### config.mk
export PLATFORM = sky130hd
export DESIGN_NAME = twiddle_mult64_flat
export DESIGN_NICKNAME = d
export VERILOG_FILES = /design/src/rtl/fft_pkg.sv /design/src/rtl/twiddle_mult64_if.sv /design/src/rtl/twiddle_rom64.sv /design/src/rtl/twiddle_mult64.sv /design/src/flat_wrapper.sv
export SDC_FILE = /design/constraint.sdc
export NUM_CORES = 2
export LEC_CHECK = 0
export BUFFER_PORTS_ARGS = -buffer_cell sky130_fd_sc_hd__buf_4
export CAP_MARGIN = 20
export CORE_MARGIN = 8
export CORE_UTILIZATION = 60
export CTS_CLUSTER_SIZE = 30
export DETAILED_ROUTE_END_ITERATION = 12
export GPL_TIMING_DRIVEN = 0
export PLACE_DENSITY_LB_ADDON = 0.1
export SETUP_SLACK_MARGIN = 0.5
export SYNTH_ARGS = -nofsm -noshare
export SYNTH_HDL_FRONTEND = slang
export SYNTH_SLANG_ARGS = --single-unit
### constraint.sdc
create_clock -name clk -period 11.2 [get_ports clk]
set_clock_uncertainty 0.1 [all_clocks]
set_input_delay 0.56 -clock clk [delete_from_list [all_inputs] [get_ports clk]]
set_output_delay 0.56 -clock clk [all_outputs]
set_load 0.005 [all_outputs]
### src/rtl/fft_pkg.sv
// Shared constants, sample/twiddle types and the Q10 twiddle generator for the 64-point FFT datapath.
package fft_pkg;

    localparam int N         = 64;
    localparam int DW        = 16;
    localparam int TW        = 18;
    localparam int TW_SHIFT  = 10;
    localparam int ROUND_ADD = 512;

    typedef struct packed {
        logic signed [DW-1:0] re;
        logic signed [DW-1:0] im;
    } cplx_t;

    typedef struct packed {
        logic signed [TW-1:0] re;
        logic signed [TW-1:0] im;
    } tw_t;

    // round(1024*cos(2*pi*i/64)) for the first quadrant, i = 0..16
    function automatic int qcos(input logic [4:0] i);
        case (i)
            5'd0:    return 1024;
            5'd1:    return 1019;
            5'd2:    return 1004;
            5'd3:    return 980;
            5'd4:    return 946;
            5'd5:    return 903;
            5'd6:    return 851;
            5'd7:    return 792;
            5'd8:    return 724;
            5'd9:    return 650;
            5'd10:   return 569;
            5'd11:   return 483;
            5'd12:   return 392;
            5'd13:   return 297;
            5'd14:   return 200;
            5'd15:   return 100;
            default: return 0;
        endcase
    endfunction

    function automatic tw_t twiddle(input logic [5:0] addr);
        tw_t w;
        int  c0, s0, cs, sn;
        c0 = qcos({1'b0, addr[3:0]});
        s0 = qcos(5'd16 - {1'b0, addr[3:0]});
        case (addr[5:4])
            2'd0:    begin cs = c0;  sn = s0;  end
            2'd1:    begin cs = -s0; sn = c0;  end
            2'd2:    begin cs = -c0; sn = -s0; end
            default: begin cs = s0;  sn = -c0; end
        endcase
        w.re = TW'(cs);
        w.im = TW'(-sn);
        return w;
    endfunction

endpackage

### src/rtl/twiddle_mult64_if.sv
// Sample stream interface of twiddle_mult64: input samples with frame restart, output samples with index.
interface twiddle_mult64_if #(
    parameter int DW = fft_pkg::DW
) ();

    logic                 clr;
    logic                 di_en;
    logic signed [DW-1:0] di_re;
    logic signed [DW-1:0] di_im;
    logic                 do_en;
    logic signed [DW-1:0] do_re;
    logic signed [DW-1:0] do_im;
    logic [5:0]           do_idx;

    modport master (output clr, di_en, di_re, di_im, input do_en, do_re, do_im, do_idx);
    modport slave  (input clr, di_en, di_re, di_im, output do_en, do_re, do_im, do_idx);

endinterface

### src/rtl/twiddle_rom64.sv
// 64-entry twiddle ROM, W = exp(-j*2*pi*addr/64) in Q10, with one registered read stage.
module twiddle_rom64
    import fft_pkg::*;
(
    input  logic                 clk,
    input  logic                 en_i,
    input  logic [5:0]           addr_i,
    output logic signed [TW-1:0] tw_re_o,
    output logic signed [TW-1:0] tw_im_o
);

    tw_t rom_q;

    // NOTE: non-blocking assignment for every clocked register so all stages sample pre-edge values.
    // NOTE: ROM read data is pure datapath qualified by the valid pipeline, so it carries no reset.
    always_ff @(posedge clk) begin
        if (en_i) rom_q <= twiddle(addr_i);
    end

    assign tw_re_o = rom_q.re;
    assign tw_im_o = rom_q.im;

endmodule

### src/rtl/twiddle_mult64.sv
// Three-stage complex twiddle multiplier for a 64-point frame; TWM_SAT_EN selects saturation
// instead of wrap when reducing the rounded Q10 result back to DW bits.
module twiddle_mult64
    import fft_pkg::*;
#(
    parameter int DW = fft_pkg::DW,
    parameter int TW = fft_pkg::TW
) (
    input logic             clk,
    input logic             rst_n,
    twiddle_mult64_if.slave bus
);

    localparam int IW = $clog2(N);
    localparam int PW = DW + TW;
    localparam int SW = PW + 1;

`ifdef TWM_SAT_EN
    localparam logic signed [SW-1:0] SMAX = (SW'(1) <<< (DW - 1)) - SW'(1);
    localparam logic signed [SW-1:0] SMIN = ~SMAX;
`endif

    function automatic logic signed [DW-1:0] reduce(input logic signed [SW-1:0] v);
`ifdef TWM_SAT_EN
        if (v > SMAX)      return DW'(SMAX);
        else if (v < SMIN) return DW'(SMIN);
        else               return DW'(v);
`else
        return DW'(v);
`endif
    endfunction

    logic [IW-1:0] cnt_q, cnt_d, idx_s;
    logic [1:0]    m_s;
    logic [3:0]    k_s;
    logic [5:0]    addr_s;

    logic                 v1_q, v2_q, v3_q;
    logic [IW-1:0]        idx1_q, idx2_q, idx3_q;
    logic signed [DW-1:0] a1_q, b1_q;
    logic signed [TW-1:0] c1, d1;
    logic signed [PW-1:0] ac2_q, bd2_q, ad2_q, bc2_q;
    logic signed [SW-1:0] sum_re, sum_im, rnd_re, rnd_im;
    logic signed [DW-1:0] re3_q, im3_q;

    // NOTE: every always_comb output gets a default first, so no path can infer a latch.
    always_comb begin
        idx_s = bus.clr ? '0 : cnt_q;
        cnt_d = cnt_q;
        if (bus.clr)        cnt_d = bus.di_en ? IW'(1) : '0;
        else if (bus.di_en) cnt_d = cnt_q + IW'(1);
    end

    // Twiddle exponent uses the bit-reversed top two index bits against the low four.
    assign m_s    = {idx_s[4], idx_s[5]};
    assign k_s    = idx_s[3:0];
    assign addr_s = {4'd0, m_s} * {2'd0, k_s};

    twiddle_rom64 u_rom (
        .clk     (clk),
        .en_i    (bus.di_en),
        .addr_i  (addr_s),
        .tw_re_o (c1),
        .tw_im_o (d1)
    );

    always_ff @(posedge clk) begin
        if (bus.di_en) begin
            a1_q   <= bus.di_re;
            b1_q   <= bus.di_im;
            idx1_q <= idx_s;
        end
        if (v1_q) begin
            ac2_q  <= PW'(a1_q) * PW'(c1);
            bd2_q  <= PW'(b1_q) * PW'(d1);
            ad2_q  <= PW'(a1_q) * PW'(d1);
            bc2_q  <= PW'(b1_q) * PW'(c1);
            idx2_q <= idx1_q;
        end
    end

    // Round half toward +inf: bias by one half LSB, then arithmetic shift.
    always_comb begin
        sum_re = SW'(ac2_q) - SW'(bd2_q);
        sum_im = SW'(ad2_q) + SW'(bc2_q);
        rnd_re = (sum_re + SW'(ROUND_ADD)) >>> TW_SHIFT;
        rnd_im = (sum_im + SW'(ROUND_ADD)) >>> TW_SHIFT;
    end

    always_ff @(posedge clk or negedge rst_n) begin
        if (!rst_n) begin
            cnt_q  <= '0;
            v1_q   <= 1'b0;
            v2_q   <= 1'b0;
            v3_q   <= 1'b0;
            idx3_q <= '0;
            re3_q  <= '0;
            im3_q  <= '0;
        end else begin
            cnt_q <= cnt_d;
            v1_q  <= bus.di_en;
            v2_q  <= v1_q;
            v3_q  <= v2_q;
            if (v2_q) begin
                idx3_q <= idx2_q;
                re3_q  <= reduce(rnd_re);
                im3_q  <= reduce(rnd_im);
            end
        end
    end

    assign bus.do_en  = v3_q;
    assign bus.do_idx = idx3_q;
    assign bus.do_re  = re3_q;
    assign bus.do_im  = im3_q;

endmodule

### src/flat_wrapper.sv
// flat-port wrapper written by rule: the top's interface ports become plain ports
module twiddle_mult64_flat import fft_pkg::*;
#(
    parameter int DW = fft_pkg::DW,
    parameter int TW = fft_pkg::TW
)
  (clk, rst_n, bus_clr, bus_di_en, bus_di_re, bus_di_im, bus_do_en, bus_do_re, bus_do_im, bus_do_idx);
  twiddle_mult64_if #(.DW(DW)) bus_i ();
  input logic clk;
  input logic rst_n;
  input wire logic [$bits(bus_i.clr)-1:0] bus_clr;
  input wire logic [$bits(bus_i.di_en)-1:0] bus_di_en;
  input wire logic [$bits(bus_i.di_re)-1:0] bus_di_re;
  input wire logic [$bits(bus_i.di_im)-1:0] bus_di_im;
  output wire logic [$bits(bus_i.do_en)-1:0] bus_do_en;
  output wire logic [$bits(bus_i.do_re)-1:0] bus_do_re;
  output wire logic [$bits(bus_i.do_im)-1:0] bus_do_im;
  output wire logic [$bits(bus_i.do_idx)-1:0] bus_do_idx;
  assign bus_i.clr = bus_clr;
  assign bus_i.di_en = bus_di_en;
  assign bus_i.di_re = bus_di_re;
  assign bus_i.di_im = bus_di_im;
  assign bus_do_en = bus_i.do_en;
  assign bus_do_re = bus_i.do_re;
  assign bus_do_im = bus_i.do_im;
  assign bus_do_idx = bus_i.do_idx;
  twiddle_mult64 #(.DW(DW), .TW(TW)) u_core (.clk(clk), .rst_n(rst_n), .bus(bus_i));
endmodule
# [Word level (Yosys, flattened, before mapping)]
# Memories as Yosys holds them, arrays and structs flattened.
# Cells that the tools add are included.
[word_totals] inputBits=36 out_inout_bits=39 rom_bits=352 mem_count=2 elab_cells=47 latchBits=0 ff_bits=231 ramBits=0
[classes] add_sub_neg=9 mux=10 multipliers=5 bitwise=0 eq_ne=2 reduce_logical=2 n_div=0 shifts=0 magnitude_cmp=0
[mem_list] name="(no name shown)" words=16 word_bits=11 rd=1 rd_ports_with_merged_regs=0 write_ports=0 line_no="fft_pkg.sv:22" text="case (i)"
[mem_list] name="(no name shown)" words=16 word_bits=11 rd=1 rd_ports_with_merged_regs=0 write_ports=0 line_no="fft_pkg.sv:22"
[ops] cell="18-bit one-hot mux with 3 select lines" count=2
[ops] cell="16-bit by 18-bit multiplier with 26-bit output" count=4
[ops] cell="18-bit two-way mux" count=4
[ops] cell="18-bit negator" count=3
[ops] cell="26-bit by 11-bit adder with 26-bit output (second input constant)" count=2
[ops] cell="26-bit adder" count=1
[ops] cell="26-bit subtractor" count=1
[ops] cell="6-bit two-way mux" count=3
[ops] cell="6-bit by 1-bit adder with 6-bit output (second input constant)" count=1
[ops] cell="2-bit by 4-bit multiplier with 6-bit output" count=1
[ops] cell="5-bit by 4-bit subtractor with 5-bit output (first input constant)" count=1
[ops] cell="2-bit by 1-bit equality test with 1-bit output (second input constant)" count=1
[ops] cell="2-bit equality test (second input constant)" count=1
[ops] cell="2-bit logical NOT" count=1
[ops] cell="2-bit nonzero test" count=1
[ops] cell="1-bit two-way mux" count=1

# [Longest topological paths before layout]
# An unclocked memory read counts as a cell.
[depth] depth_word=10 mapped_depth=26 depth_no_buf=24

# [By module]
# Synthesis repeated with hierarchy kept, for this count alone.
[hier_totals] cells_unflattened=4989 area_unflattened_um2=46886.2
[modules_own_cells] mod="twiddle_mult64" seq_area_each_um2=5620.4 area_per_inst_um2=43068.8 n_inst=1 cells_each=4555
[modules_own_cells] mod="twiddle_rom64" seq_area_each_um2=1081.0 area_per_inst_um2=3817.4 n_inst=1 cells_each=434

# [Worst setup path before layout]
# OpenSTA, ideal clock, no wires.
[synth_timing] kind="register -> register" start="reg u_core.a1_q[7]" end="reg u_core.ac2_q[25], data pin" path_stages_with_launch=26 path_slack_ps=4898 n_path_buf=2 t_arrival_ps=5943 synth_period_minus_slack_ps=6302 setup_time_ps=260 required_time_ps=10840 path_cell_list="edfxtp_1 clkbuf_1 clkbuf_1 nand2_1 fa_1 inv_1 fa_1 inv_1 fa_1 inv_1 fa_1 fa_1 inv_1 fa_1 inv_1 ha_1 a21o_1 a21o_1 a21o_1 a21oi_1 o31ai_1 a41o_1 o211ai_1 o21bai_1 a21oi_1 xnor2_1"
[synth_between] elab_chain_len=1
[synth_rtl] item="start: declaration" line_no="twiddle_mult64.sv:40" text="logic signed [DW-1:0] a1_q, b1_q;"
[synth_rtl] item="start signal: assignment" line_no="twiddle_mult64.sv:69" text="a1_q <= bus.di_re;"
[synth_rtl] item="16-bit by 18-bit multiplier with 26-bit output" line_no="twiddle_mult64.sv:74" text="ac2_q <= PW'(a1_q) * PW'(c1);"
[synth_rtl] item="end signal: assignment" line_no="twiddle_mult64.sv:74"
[synth_rtl] item="end: declaration" line_no="twiddle_mult64.sv:42" text="logic signed [PW-1:0] ac2_q, bd2_q, ad2_q, bc2_q;"
# Every way passes these cells.
# A chain may end at the register's enable or synchronous reset.

# [Worst setup path after layout]
[layout_timing] start="reg u_core.a1_q[7]" end="reg u_core.ac2_q[24], data pin"
# The elaborated chain is that of the path after synthesis.

==> flow_summary.json <==
{
  "status": "complete, no violations",
  "htreeDepth": 1,
  "cp.arrival_ns": 8.65,
  "setup.worst_path.start_class": "flop",
  "max_freq_mhz": 119,
  "worst_pin_slew_ns": 1.28,
  "gp_congestion": 1.09,
  "mostFrequentLayoutCells": "inv_1 (1132), fa_1 (861), nand2_1 (599)",
  "ys_seq_area_share_pct": 14.3,
  "final_core_util_pct": 64.6,
  "synth-seq-cells": 231,
  "syn_nets": 6315,
  "wl_per_cell_microns": 25.6,
  "synth-xor-area-share_pct": 4.22,
  "p_leak_nw": 24.5,
  "cap_violations": 0,
  "synth_top_family_by_area": "adder cells",
  "fin_crit_sh_pct": 75.3,
  "num_vias": 35900,
  "die_w_microns": 295,
  "root_buffer": "clkbuf_16",
  "grt_overflow": 0,
  "hpwl_mm": 128,
  "cp-end-kind": "flop",
  "cts.path.max_buffers": 3,
  "area_growth_pct": 6.88,
  "relSlewSlack_pct": 14.3,
  "layout.nets": 6447,
  "initial_core_util_pct": 60.4,
  "drc": 0,
  "postLayoutSetupSlackWorst_ns": 2.77,
  "critical_path_class": "reg -> reg",
  "synth-simple-area-share_pct": 15.3,
  "grt_pass1_wl_mm": 236,
  "synthesis.area_sq_um": 46700,
  "ir_drop_uv": 890,
  "drt_iter0_drc": 3738,
  "ys_warn_count": 0,
  "grt_max_degree": 81,
  "grt_pass1_vias": 36900,
  "viasPerCell": 5.79,
  "mostFrequentLayoutCell": "inv_1",
  "antenna_found_initial": 20,
  "pwr_density_cell_nw_per_um2": 303,
  "synth-edff-count": 184,
  "synth-main-ff-cell": "edfxtp_1",
  "rows": 102,
  "required_ns": 11.42,
  "core_area_sq_um": 77300,
  "cp_max_fo": 10,
  "synthCells": 5001,
  "final_cells": 6207,
  "final_cell_area_sq_um": 50000,
  "dp.cells": 6130,
  "placed_area_sq_um": 48900,
  "worstSkewPairLatency_ns": 0.63,
  "synthAdderAreaFrac_pct": 48.0,
  "ant_nets": 0,
  "portBuffers": 74,
  "clkSinkCount": 231,
  "cts_tree": "done",
  "hold_class": "in -> reg",
  "die_height_microns": 295,
  "cts_made_buffers": 28,
  "pin_count": 75,
  "syn_avg_cell_area_sq_um": 9.35,
  "rsz0062_at_grt": "false",
  "clk_pin_slew_worst_paths_ns": 0.08,
  "synth_cell_types": 94,
  "hold_viol": 0,
  "synthMuxAreaShare_pct": 1.19,
  "design.die.area_sq_um": 87100,
  "routed_wl_mm": 159,
  "dr.pass1.iters": 8,
  "dp_worst_setup_slack_ns": 3.06,
  "final_max_slew_viol_count": 0,
  "synth_compound_area_share_pct": 5.87,
  "fin_hold_ws_ns": 0.0314,
  "drive_gt1_share_pct": 4.09,
  "gr-usage-all-layers_pct": 37.2,
  "async_reset_ff_share_pct": 20.3,
  "min_period_ns": 8.43,
  "setup_tns_ns": 0,
  "power_mw": 15.2,
  "setup_viol": 0
}
-- kinds of logic after synthesis --
| group | after synthesis |
|---|---|
| simple gates | 1438 |
| mux | 47 |
| fa+ha+maj | 1278 |
| compound gates | 420 |
| flops | 231 |
| buf+inv | 1365 |
| xor+xnor | 222 |
-- per-layer routing --
layer,share of wire (%),track usage [%],wire length [microns]
met4,7.2,20.6,11400
met1,39,49.6,62100
met3,12,11.2,18400
met2,42,54.3,66800
met5,0.15,0.997,241
-- cell usage after synthesis (29+ instances only) --
library cell | count | share of area, %
a21o_1 | 40 | 0.64
a21oi_1 | 124 | 1.3
and2_1 | 498 | 6.7
clkbuf_1 | 215 | 1.7
dfrtp_1 | 47 | 2.5
edfxtp_1 | 184 | 12
fa_1 | 861 | 37
ha_1 | 417 | 11
inv_1 | 1132 | 9.1
mux2_2 | 33 | 0.79
nand2_1 | 599 | 4.8
nand2b_1 | 35 | 0.47
nand3_1 | 29 | 0.31
nor2_1 | 140 | 1.1
nor3_1 | 29 | 0.31
o21ai_0 | 73 | 0.78
xnor2_1 | 166 | 3.1
xor2_1 | 53 | 0.99
-- worst paths after layout --
path | depth (start not counted) | start | slack, ns | end
max | 23 | u_core.a1_q[7] | 2.77 | u_core.ac2_q[24]
min | 1 | bus_di_re[5] | 0.03 | u_core.a1_q[5]
max reg2reg | 23 | u_core.a1_q[7] | 2.77 | u_core.ac2_q[24]
min reg2reg | 0 | u_core.idx1_q[3] | 0.32 | u_core.idx2_q[3]
max in group asynchronous | 2 | rst_n | 9.85 | u_core.v1_q
min in group asynchronous | 2 | rst_n | 0.50 | u_core.bus.do_re[8]
-- registers in the layout, indices dropped and copies added, names as in the netlist --
signal,flops
u_core.cnt_q,6
u_core.bc2_q,26
u_core.v2_q,1
u_core.bus.do_idx,6
u_core.ad2_q,26
u_core.v1_q,1
u_core.u_rom.tw_im_o,18
u_core.bus.do_im,16
u_core.a1_q,16
u_core.bus.do_re,16
u_core.ac2_q,26
u_core.idx2_q,6
u_core.idx1_q,6
u_core.bus.do_en,1
u_core.b1_q,16
u_core.bd2_q,26
u_core.u_rom.tw_re_o,18
-- repair_timing --
| item | 4_1_cts | 5_1_grt |
|---|---|---|
| buffers inserted | 0 | 0 |
| resized for setup | 0 | 0 |
| hold buffers | 9 | 0 |
| endpoints found under the setup margin | 0 | 0 |
| hold endpoints to repair | 39 | 0 |
-- report_power, final --
| group | internal (mW) | total [mW] | switching (mW) |
|---|---|---|---|
| clock network | 0.520 | 0.908 | 0.387 |
| logic | 5.11 | 12.4 | 7.29 |
| registers | 1.71 | 1.85 | 0.132 |
-- final cells by class --
type                            instances  area (sq um)
Tap cell                             1040          1300
Multi-Input combinational cell       3405         34900
Fill cell                            6610         27400
Buffer                                232           896
Inverter                             1133          4250
Timing Repair Buffer                  102           975
Antenna cell                           13          32.5
Clock inverter                         14           149
Sequential cell                       231          6710
Clock buffer                           37           754
-- critical path: stages, from the launching register on --
cell and delay, ns:
edfxtp_1 0.32, clkbuf_1 0.88, clkbuf_1 0.80, nand2_1 0.19, fa_1 0.59, inv_1 0.06
fa_1 0.51, inv_1 0.06, fa_1 0.53, inv_1 0.06, fa_1 0.38, fa_1 0.53
inv_1 0.05, fa_1 0.47, inv_1 0.04, ha_1 0.34, a21o_1 0.20, a21oi_1 0.21
o211ai_1 0.18, a21oi_1 0.75, o21bai_1 0.19, a211oi_1 0.39, a21oi_1 0.14, xor2_1 0.17
Note: power is estimated with default switching activity, not from simulation.
